$ cat config.mk
export PLATFORM = sky130hd
export DESIGN_NAME = run_detect_scheduler_flat
export DESIGN_NICKNAME = d
export VERILOG_FILES = /design/src/rtl/run_detect_scheduler_if.sv /design/src/rtl/run_detect_scheduler.sv /design/src/flat_wrapper.sv
export SDC_FILE = /design/constraint.sdc
export NUM_CORES = 1
export LEC_CHECK = 0
export ABC_AREA = 1
export CAP_MARGIN = 20
export CORE_AREA = 2 2 54 69
export CTS_BUF_LIST = sky130_fd_sc_hd__clkbuf_2
export CTS_CLUSTER_SIZE = 14
export DETAILED_ROUTE_END_ITERATION = 12
export DIE_AREA = 0 0 56 71
export PLACE_DENSITY = 0.78
export SLEW_MARGIN = 20
export SYNTH_ARGS = -nofsm -noshare
export SYNTH_HDL_FRONTEND = slang
export SYNTH_SLANG_ARGS = --single-unit
$ cat constraint.sdc
create_clock -name clk -period 2.6 [get_ports clk]
set_input_delay 0.52 -clock clk [delete_from_list [all_inputs] [get_ports clk]]
set_output_delay 0.52 -clock clk [all_outputs]
set_load 0.02 [all_outputs]
$ cat src/rtl/run_detect_scheduler_if.sv
// Requester-side bundle for the shared run-length detector: per-channel
// req/bit/clear in, one-hot grant and a tagged detector result out.
interface run_detect_scheduler_if #(
  parameter int N  = 4,
  parameter int CW = $clog2(N)
);
  logic [N-1:0]  req;
  logic [N-1:0]  w;
  logic [N-1:0]  clr;
  logic [N-1:0]  gnt;
  logic          z_valid;
  logic          z;
  logic [CW-1:0] z_ch;

  modport master (
    output req, w, clr,
    input  gnt, z_valid, z, z_ch
  );

  modport slave (
    input  req, w, clr,
    output gnt, z_valid, z, z_ch
  );
endinterface

$ cat src/rtl/run_detect_scheduler.sv
// One run-length detector time-shared across N serial streams: a round-robin
// arbiter feeds a single update stage that works on a per-channel context.
module run_detect_scheduler #(
  parameter int N   = 4,
  parameter int RUN = 4
) (
  input  logic                 clk,
  input  logic                 reset,
  run_detect_scheduler_if.slave bus
);
  localparam int CW   = $clog2(N);
  localparam int CW1  = CW + 1;
  localparam int CNTW = $clog2(RUN + 1);
  localparam logic [CNTW-1:0] RUN_CNT = CNTW'(RUN);
  localparam logic [CNTW-1:0] ONE_CNT = CNTW'(1);
  localparam logic [CW-1:0]   LAST_CH = CW'(N - 1);
  localparam logic [CW1-1:0]  N_WIDE  = CW1'(N);

  logic [N-1:0]    gnt_q, gnt_d;
  logic [CW-1:0]   ptr_q, ptr_d;
  logic            s1_v_q, s1_v_d;
  logic            s1_bit_q, s1_bit_d;
  logic [CW-1:0]   s1_ch_q, s1_ch_d;
  logic            last_q [N];
  logic            last_d [N];
  logic [CNTW-1:0] cnt_q  [N];
  logic [CNTW-1:0] cnt_d  [N];
  logic            z_valid_q, z_valid_d;
  logic            z_q, z_d;
  logic [CW-1:0]   z_ch_q, z_ch_d;

  logic [N-1:0]    eligible;
  logic            found;
  logic [CW-1:0]   win;
  logic [CW1-1:0]  sum;
  logic [CW-1:0]   idx;
  logic [CNTW-1:0] cur_cnt;
  logic            cur_last;
  logic [CNTW-1:0] upd_cnt;

  // The channel granted last edge is masked so a held req is not consumed twice.
  always_comb begin
    eligible = bus.req & ~gnt_q;
    found    = 1'b0;
    win      = ptr_q;
    sum      = '0;
    idx      = '0;
    for (int off = 0; off < N; off++) begin
      sum = {1'b0, ptr_q} + CW1'(off);
      if (sum >= N_WIDE) begin
        sum = sum - N_WIDE;
      end
      idx = sum[CW-1:0];
      if (!found && eligible[idx]) begin
        found = 1'b1;
        win   = idx;
      end
    end
  end

  always_comb begin
    gnt_d    = '0;
    s1_v_d   = found;
    s1_bit_d = s1_bit_q;
    s1_ch_d  = s1_ch_q;
    ptr_d    = ptr_q;
    if (found) begin
      gnt_d[win] = 1'b1;
      s1_bit_d   = bus.w[win];
      s1_ch_d    = win;
      ptr_d      = (win == LAST_CH) ? '0 : win + CW'(1);
    end
  end

  // Saturating run count for the channel sitting in the update stage.
  always_comb begin
    cur_cnt  = cnt_q[s1_ch_q];
    cur_last = last_q[s1_ch_q];
    if (cur_cnt == '0 || s1_bit_q != cur_last) begin
      upd_cnt = ONE_CNT;
    end else if (cur_cnt == RUN_CNT) begin
      upd_cnt = RUN_CNT;
    end else begin
      upd_cnt = cur_cnt + ONE_CNT;
    end
  end

  // A clear landing on the same edge as that channel's update takes priority.
  always_comb begin
    for (int i = 0; i < N; i++) begin
      last_d[i] = last_q[i];
      cnt_d[i]  = cnt_q[i];
      if (s1_v_q && s1_ch_q == CW'(i)) begin
        last_d[i] = s1_bit_q;
        cnt_d[i]  = upd_cnt;
      end
      if (bus.clr[i]) begin
        last_d[i] = 1'b0;
        cnt_d[i]  = '0;
      end
    end
    z_valid_d = s1_v_q;
    z_d       = z_q;
    z_ch_d    = z_ch_q;
    if (s1_v_q) begin
      z_d    = (upd_cnt == RUN_CNT) && !bus.clr[s1_ch_q];
      z_ch_d = s1_ch_q;
    end
  end

  always_ff @(posedge clk) begin
    if (reset) begin
      gnt_q     <= '0;
      ptr_q     <= '0;
      s1_v_q    <= 1'b0;
      s1_bit_q  <= 1'b0;
      s1_ch_q   <= '0;
      z_valid_q <= 1'b0;
      z_q       <= 1'b0;
      z_ch_q    <= '0;
      for (int i = 0; i < N; i++) begin
        last_q[i] <= 1'b0;
        cnt_q[i]  <= '0;
      end
    end else begin
      gnt_q     <= gnt_d;
      ptr_q     <= ptr_d;
      s1_v_q    <= s1_v_d;
      s1_bit_q  <= s1_bit_d;
      s1_ch_q   <= s1_ch_d;
      z_valid_q <= z_valid_d;
      z_q       <= z_d;
      z_ch_q    <= z_ch_d;
      for (int i = 0; i < N; i++) begin
        last_q[i] <= last_d[i];
        cnt_q[i]  <= cnt_d[i];
      end
    end
  end

  assign bus.gnt     = gnt_q;
  assign bus.z_valid = z_valid_q;
  assign bus.z       = z_q;
  assign bus.z_ch    = z_ch_q;
endmodule

$ cat src/flat_wrapper.sv
// flat-port wrapper written by rule: the top's interface ports become plain ports
module run_detect_scheduler_flat 
#(
  parameter int N   = 4,
  parameter int RUN = 4
)
  (clk, reset, bus_req, bus_w, bus_clr, bus_gnt, bus_z_valid, bus_z, bus_z_ch);
  run_detect_scheduler_if #(.N(N)) bus_i ();
  input  logic clk;
  input  logic reset;
  input wire logic [$bits(bus_i.req)-1:0] bus_req;
  input wire logic [$bits(bus_i.w)-1:0] bus_w;
  input wire logic [$bits(bus_i.clr)-1:0] bus_clr;
  output wire logic [$bits(bus_i.gnt)-1:0] bus_gnt;
  output wire logic [$bits(bus_i.z_valid)-1:0] bus_z_valid;
  output wire logic [$bits(bus_i.z)-1:0] bus_z;
  output wire logic [$bits(bus_i.z_ch)-1:0] bus_z_ch;
  assign bus_i.req = bus_req;
  assign bus_i.w = bus_w;
  assign bus_i.clr = bus_clr;
  assign bus_gnt = bus_i.gnt;
  assign bus_z_valid = bus_i.z_valid;
  assign bus_z = bus_i.z;
  assign bus_z_ch = bus_i.z_ch;
  run_detect_scheduler #(.N(N), .RUN(RUN)) u_core (.clk(clk), .reset(reset), .bus(bus_i));
endmodule
### After elaboration in Yosys (flattened, before gate mapping)

Memories as Yosys holds them, arrays and structs flattened. A register that Yosys moved wholly into a read port is not among the register bits.
Index checks and enable logic that the tools add are counted.

| storage, ports and cells | value |
|---|---|
| output and inout bits | 8 |
| memories kept | 2 |
| register bits after elaboration | 14 |
| input bits | 14 |
| logic and storage cells | 133 |
| bits in writable memories | 16 |

Memory list:

| name | words | bits a word | read ports | clocked after memory_dff | wr ports | line | RTL |
|---|---|---|---|---|---|---|---|
| u_core.cnt_q | 4 | 3 | 1 | 1 | 4 | run_detect_scheduler.sv:26 | `logic [CNTW-1:0] cnt_q [N];` |
| u_core.last_q | 4 | 1 | 1 | 1 | 4 | run_detect_scheduler.sv:24 | `logic last_q [N];` |

| cells by class | value |
|---|---|
| reductions and logical operators | 21 |
| bitwise gates (word level) | 11 |
| eq/ne operators | 11 |
| mux-type cells | 60 |
| magnitude comparators | 11 |
| add/sub/neg operators | 9 |

Operator list:

| cell | number |
|---|---|
| $mux 3 | 14 |
| $mux 1 | 26 |
| $mux 2 | 13 |
| $lt 2x3->1 const B | 6 |
| $bmux 1 s2 | 6 |
| $ge 3x3->1 const B | 3 |
| $logic_and 1x1->1 | 9 |
| $ne 2x2->1 const B | 4 |
| $or 1x1->1 | 8 |
| $reduce_and 2->1 | 4 |
| $sub 2x1->2 const B | 4 |
| $add 2x2->3 const B | 2 |
| $eq 2x2->1 const B | 3 |
| $eq 3x3->1 const B | 2 |
| $and 4x4->4 | 1 |
| $logic_not 1->1 | 4 |
| $not 4->4 | 1 |
| $add 2x1->3 const B | 1 |
| $add 3x1->3 const B | 1 |
| $ge 2x3->1 const B | 1 |
| $logic_not 3->1 | 1 |
| $add 2x1->2 const B | 1 |
| $demux 1 s2 | 1 |
| $eq 2x1->1 const B | 1 |
| other kinds (6) | 6 |

### Longest topological paths before layout

| depth | value |
|---|---|
| depth in word-level cells | 18 |
| depth in mapped cells | 17 |
| depth with buffers taken out | 16 |

### Least setup slack after synthesis

Ideal clock, no wire load.

| timing | value |
|---|---|
| path type | reg2reg |
| start point | register with a tool-made name |
| end point | memory u_core.cnt_q[0][2] (netlist name) (data pin) |
| clock period less this slack | 1914 ps |
| path slack | 686 ps |
| path buffers | 1 |
| data required time | 2347 ps |
| setup time | 253 ps |
| arrival time | 1661 ps |
| cell stages (with the launch flop) | 13 |
| cell sequence | dfxtp_1 > buf_2 > inv_1 > nand2_1 > a32oi_1 > inv_1 > ha_1 > nor2_1 > xor2_1 > inv_1 > and2_1 > inv_1 > nor2_1 |

RTL lines:

| item | line |
|---|---|
| end: declaration | run_detect_scheduler.sv:26 |

==> reports/results.tsv <==
stage	metric	value	unit
detailed_routing	DRC Markers	0	
timing	RSZ-0062 raised after global routing	no	
synthesis	synth unique cells	26	
timing	Tcrit/Tclk final	0.8582	
synthesis	post-synth top area cell	edfxtp_1	
timing	worst setup margin	0.3688	ns
synthesis	mux contribution to synthesized area	0	
detailed_routing	Avg Vias per Cell	5.141	
detailed_routing	Vias	1599	
detailed_routing	DRT antenna net count	0	
global_routing	GRT Overall Usage	0.2047	
timing	Slew Viols, Final	0	
timing	Final Critical Period	2.231	ns
die	Ports	22	
worst_hold_path	Hold Path Class	reg2reg	
synthesis	YS warnings	0	
cts	clock latency on the worst-skew pair	0.38	ns
cts	CTS resizes	0	
timing	final setup vio count	0	
critical_path	WP data required	2.74	ns
finish	commonest non-fill, non-tap cell in the layout	nand2_1	
die	core box area	3363	sq um
cts	total CTS buffers	5	
timing	worst-margin pin slew	0.4575	ns
global_routing	initial antenna violation count	0	
critical_path	Worst Path Arrival	2.37	ns
timing	Worst Skew	0.02647	ns
cts	CTS clk-pin slew, worst paths	0.19	ns
global_routing	largest net degree at the start of global routing	13	
pwr	maximum vdd ir drop	0.7015	mV
pwr	PD cells	1095	nW/um^2
place	Placed Area	2067	sq um
synthesis	combinational family with the most area after synthesis	simple AND/OR/NAND/NOR gates	
cts	clock buffer depth	2	
timing	setup TNS	0	ns
cts	postcts setup bufs	0	
critical_path	CP endpoint kind	flop	
synthesis	flops & latches, synth	32	
synthesis	post-synthesis adder-cell area fraction	0.04141	
synthesis	Compound-Gate Fraction of Synth Area	0.05797	
pwr	leakage	0.0009771	uW
finish	commonest non-fill, non-tap cells in the layout	62 x nand2_1, 41 x inv_1, 29 x nand3_1, 28 x nor2_1, 21 x clkdlybuf4s50_1	
critical_path	startpoint types	flop	
status	run status	complete, no violations	
die	Die Outline Area	3976	sq um
place	I/O Buffers	21	
die	Die H	71	um
synthesis	Mapped Cells	244	
synthesis	Cell Area, Synth	1813	sq um
timing	f_max	448.2	MHz
finish	fin area	2113	sq um
job	Max-Cap Viols	0	
finish	Final nets	291	
synthesis	sequential-to-total area share from yosys stat	0.4417	
synthesis	Mapped Avg Cell Area	7.430	sq um
detailed_routing	Routed wire per std cell	11.95	um
finish	layout cells sized above 1	0.09191	
global_routing	vias in the first global route	1496	
die	DIE WIDTH	56	um
finish	n_diodes	0	
finish	fill cell count	306	
place	HPWL after DPL	2977	um
finish	synth-to-layout area growth	16.56	%
cts	Post-CTS Hold Buffers	0	
detailed_routing	DRT Wirelength	3718	um
place	gpl congestion	0.8606	
synthesis	post-synthesis xor/xnor area fraction	0.009662	
synthesis	Mapped Nets	264	
synthesis	Synth Area in Simple Gates	0.3444	
timing	final hold violation count	0	
cts	TritonCTS clock tree	built	
timing	max_slew headroom	0.6946	
critical_path	worst-path maximum fanout	10	
cts	clk root buf	clkbuf_2	
global_routing	GRT Residual Overflow	0	
die	site row count	24	
die	Initial Utilization	0.5391	
critical_path	worst setup path category	reg2reg	
place	DP Worst Slack	0.1469	ns
detailed_routing	initial DRC count	91	
detailed_routing	DR pass1 iterations	4	
cts	H-Tree Level Count	2	
synthesis	share of the synthesized area in the top cell type	0.2650	
synthesis	most area-consuming cells after synthesis	edfxtp_1 27%, dfxtp_1 18%, nand2_1 13%, inv_1 8.5%, nand3_1 8.0%	
cts	CTS Sinks	32	
global_routing	first-pass GRT wire length	6320	um
## final timing paths
| kind | from | to | slack, ns | cells past startpoint |
|---|---|---|---|---|
| worst max register to register | flop | u_core.cnt_q[1][2] | 0.37 | 11 |
| worst min register to register | u_core.bus.z_ch[0] | u_core.bus.z_ch[0] | 0.49 | 2 |
| worst max-delay path | flop | u_core.cnt_q[1][2] | 0.37 | 11 |
| worst min-delay path | u_core.bus.z_ch[0] | u_core.bus.z_ch[0] | 0.49 | 2 |
## synth_stat cells
library cell / n
a21oi_1: 9
a32oi_1: 2
and2_1: 1
buf_2: 1
buf_6: 1
clkbuf_1: 1
dfxtp_1: 16
edfxtp_1: 16
ha_1: 6
inv_1: 41
inv_2: 2
inv_6: 1
nand2_1: 62
nand2_2: 6
nand2_4: 1
nand3_1: 29
nand3_2: 2
nand4_2: 1
nor2_1: 28
nor2_4: 2
nor3_1: 5
nor4_1: 1
o211ai_1: 1
o21ai_0: 6
o21ai_1: 1
xor2_1: 2
## power by group
part,switching (uW),internal [uW]
Clock,180,69.6
Sequential,111,647
Combinational,842,465
Total,1130,1180
## per-layer routing
layer	vias up	global-route usage	share of wire
li1	832	-	-
met1	726	0.2231	0.40
met2	35	0.3778	0.54
met3	6	0.04022	0.042
met4	0	0.09259	0.019
met5	-	0	0
## final cells by class
type                            instances  area (sq um)  share of cell area
Clock buffer                            5         25.02             0.01184
Sequential cell                        32         800.8              0.3789
Timing Repair Buffer                   23         225.2              0.1066
Tap cell                               39         48.80             0.02309
Inverter                               44         170.2             0.08052
Clock inverter                          3         21.27             0.01007
Multi-Input combinational cell        165         822.0              0.3890
## through the flow
stage	hold slack [ns]	power (uW)	util	std cells
global route	0.5259	2522	0.6283	311
detailed placement	0.4705	2072	0.6146	303
global placement	0.4520	2056	0.6146	303
CTS	0.4923	2324	0.6283	311
finish	0.4896	2315	0.6283	311
floorplan	0.4907	1733	-	244
## state kept, by name, indices dropped and copies added (netlist names), named ones only
register and flops:
u_core.s1_v_q 1, u_core.s1_ch_q 2, u_core.last_q 4, u_core.bus.gnt 4, u_core.bus.z_valid 1, u_core.cnt_q 12
u_core.s1_bit_q 1, u_core.bus.z 1, u_core.bus.z_ch 2, u_core.ptr_q 2
## cell families after synthesis
kind of cell	after synthesis
DFF	32
AOI/OAI and AO/OA	19
xor gates and xnor gates	2
and+or+nand+nor	138
buffers and inverters	47
adders and majority gates	6
## critical path: stages, from the launching register on
cell and delay, ns:
dfxtp_1 0.45, inv_1 0.22, nand2_1 0.08, a32oi_1 0.25, inv_1 0.08, ha_1 0.23, nor2_1 0.13, xor2_1 0.14
inv_1 0.05, and2_1 0.15, inv_1 0.14, nor2_1 0.06
(Power assumes the default switching activity.)
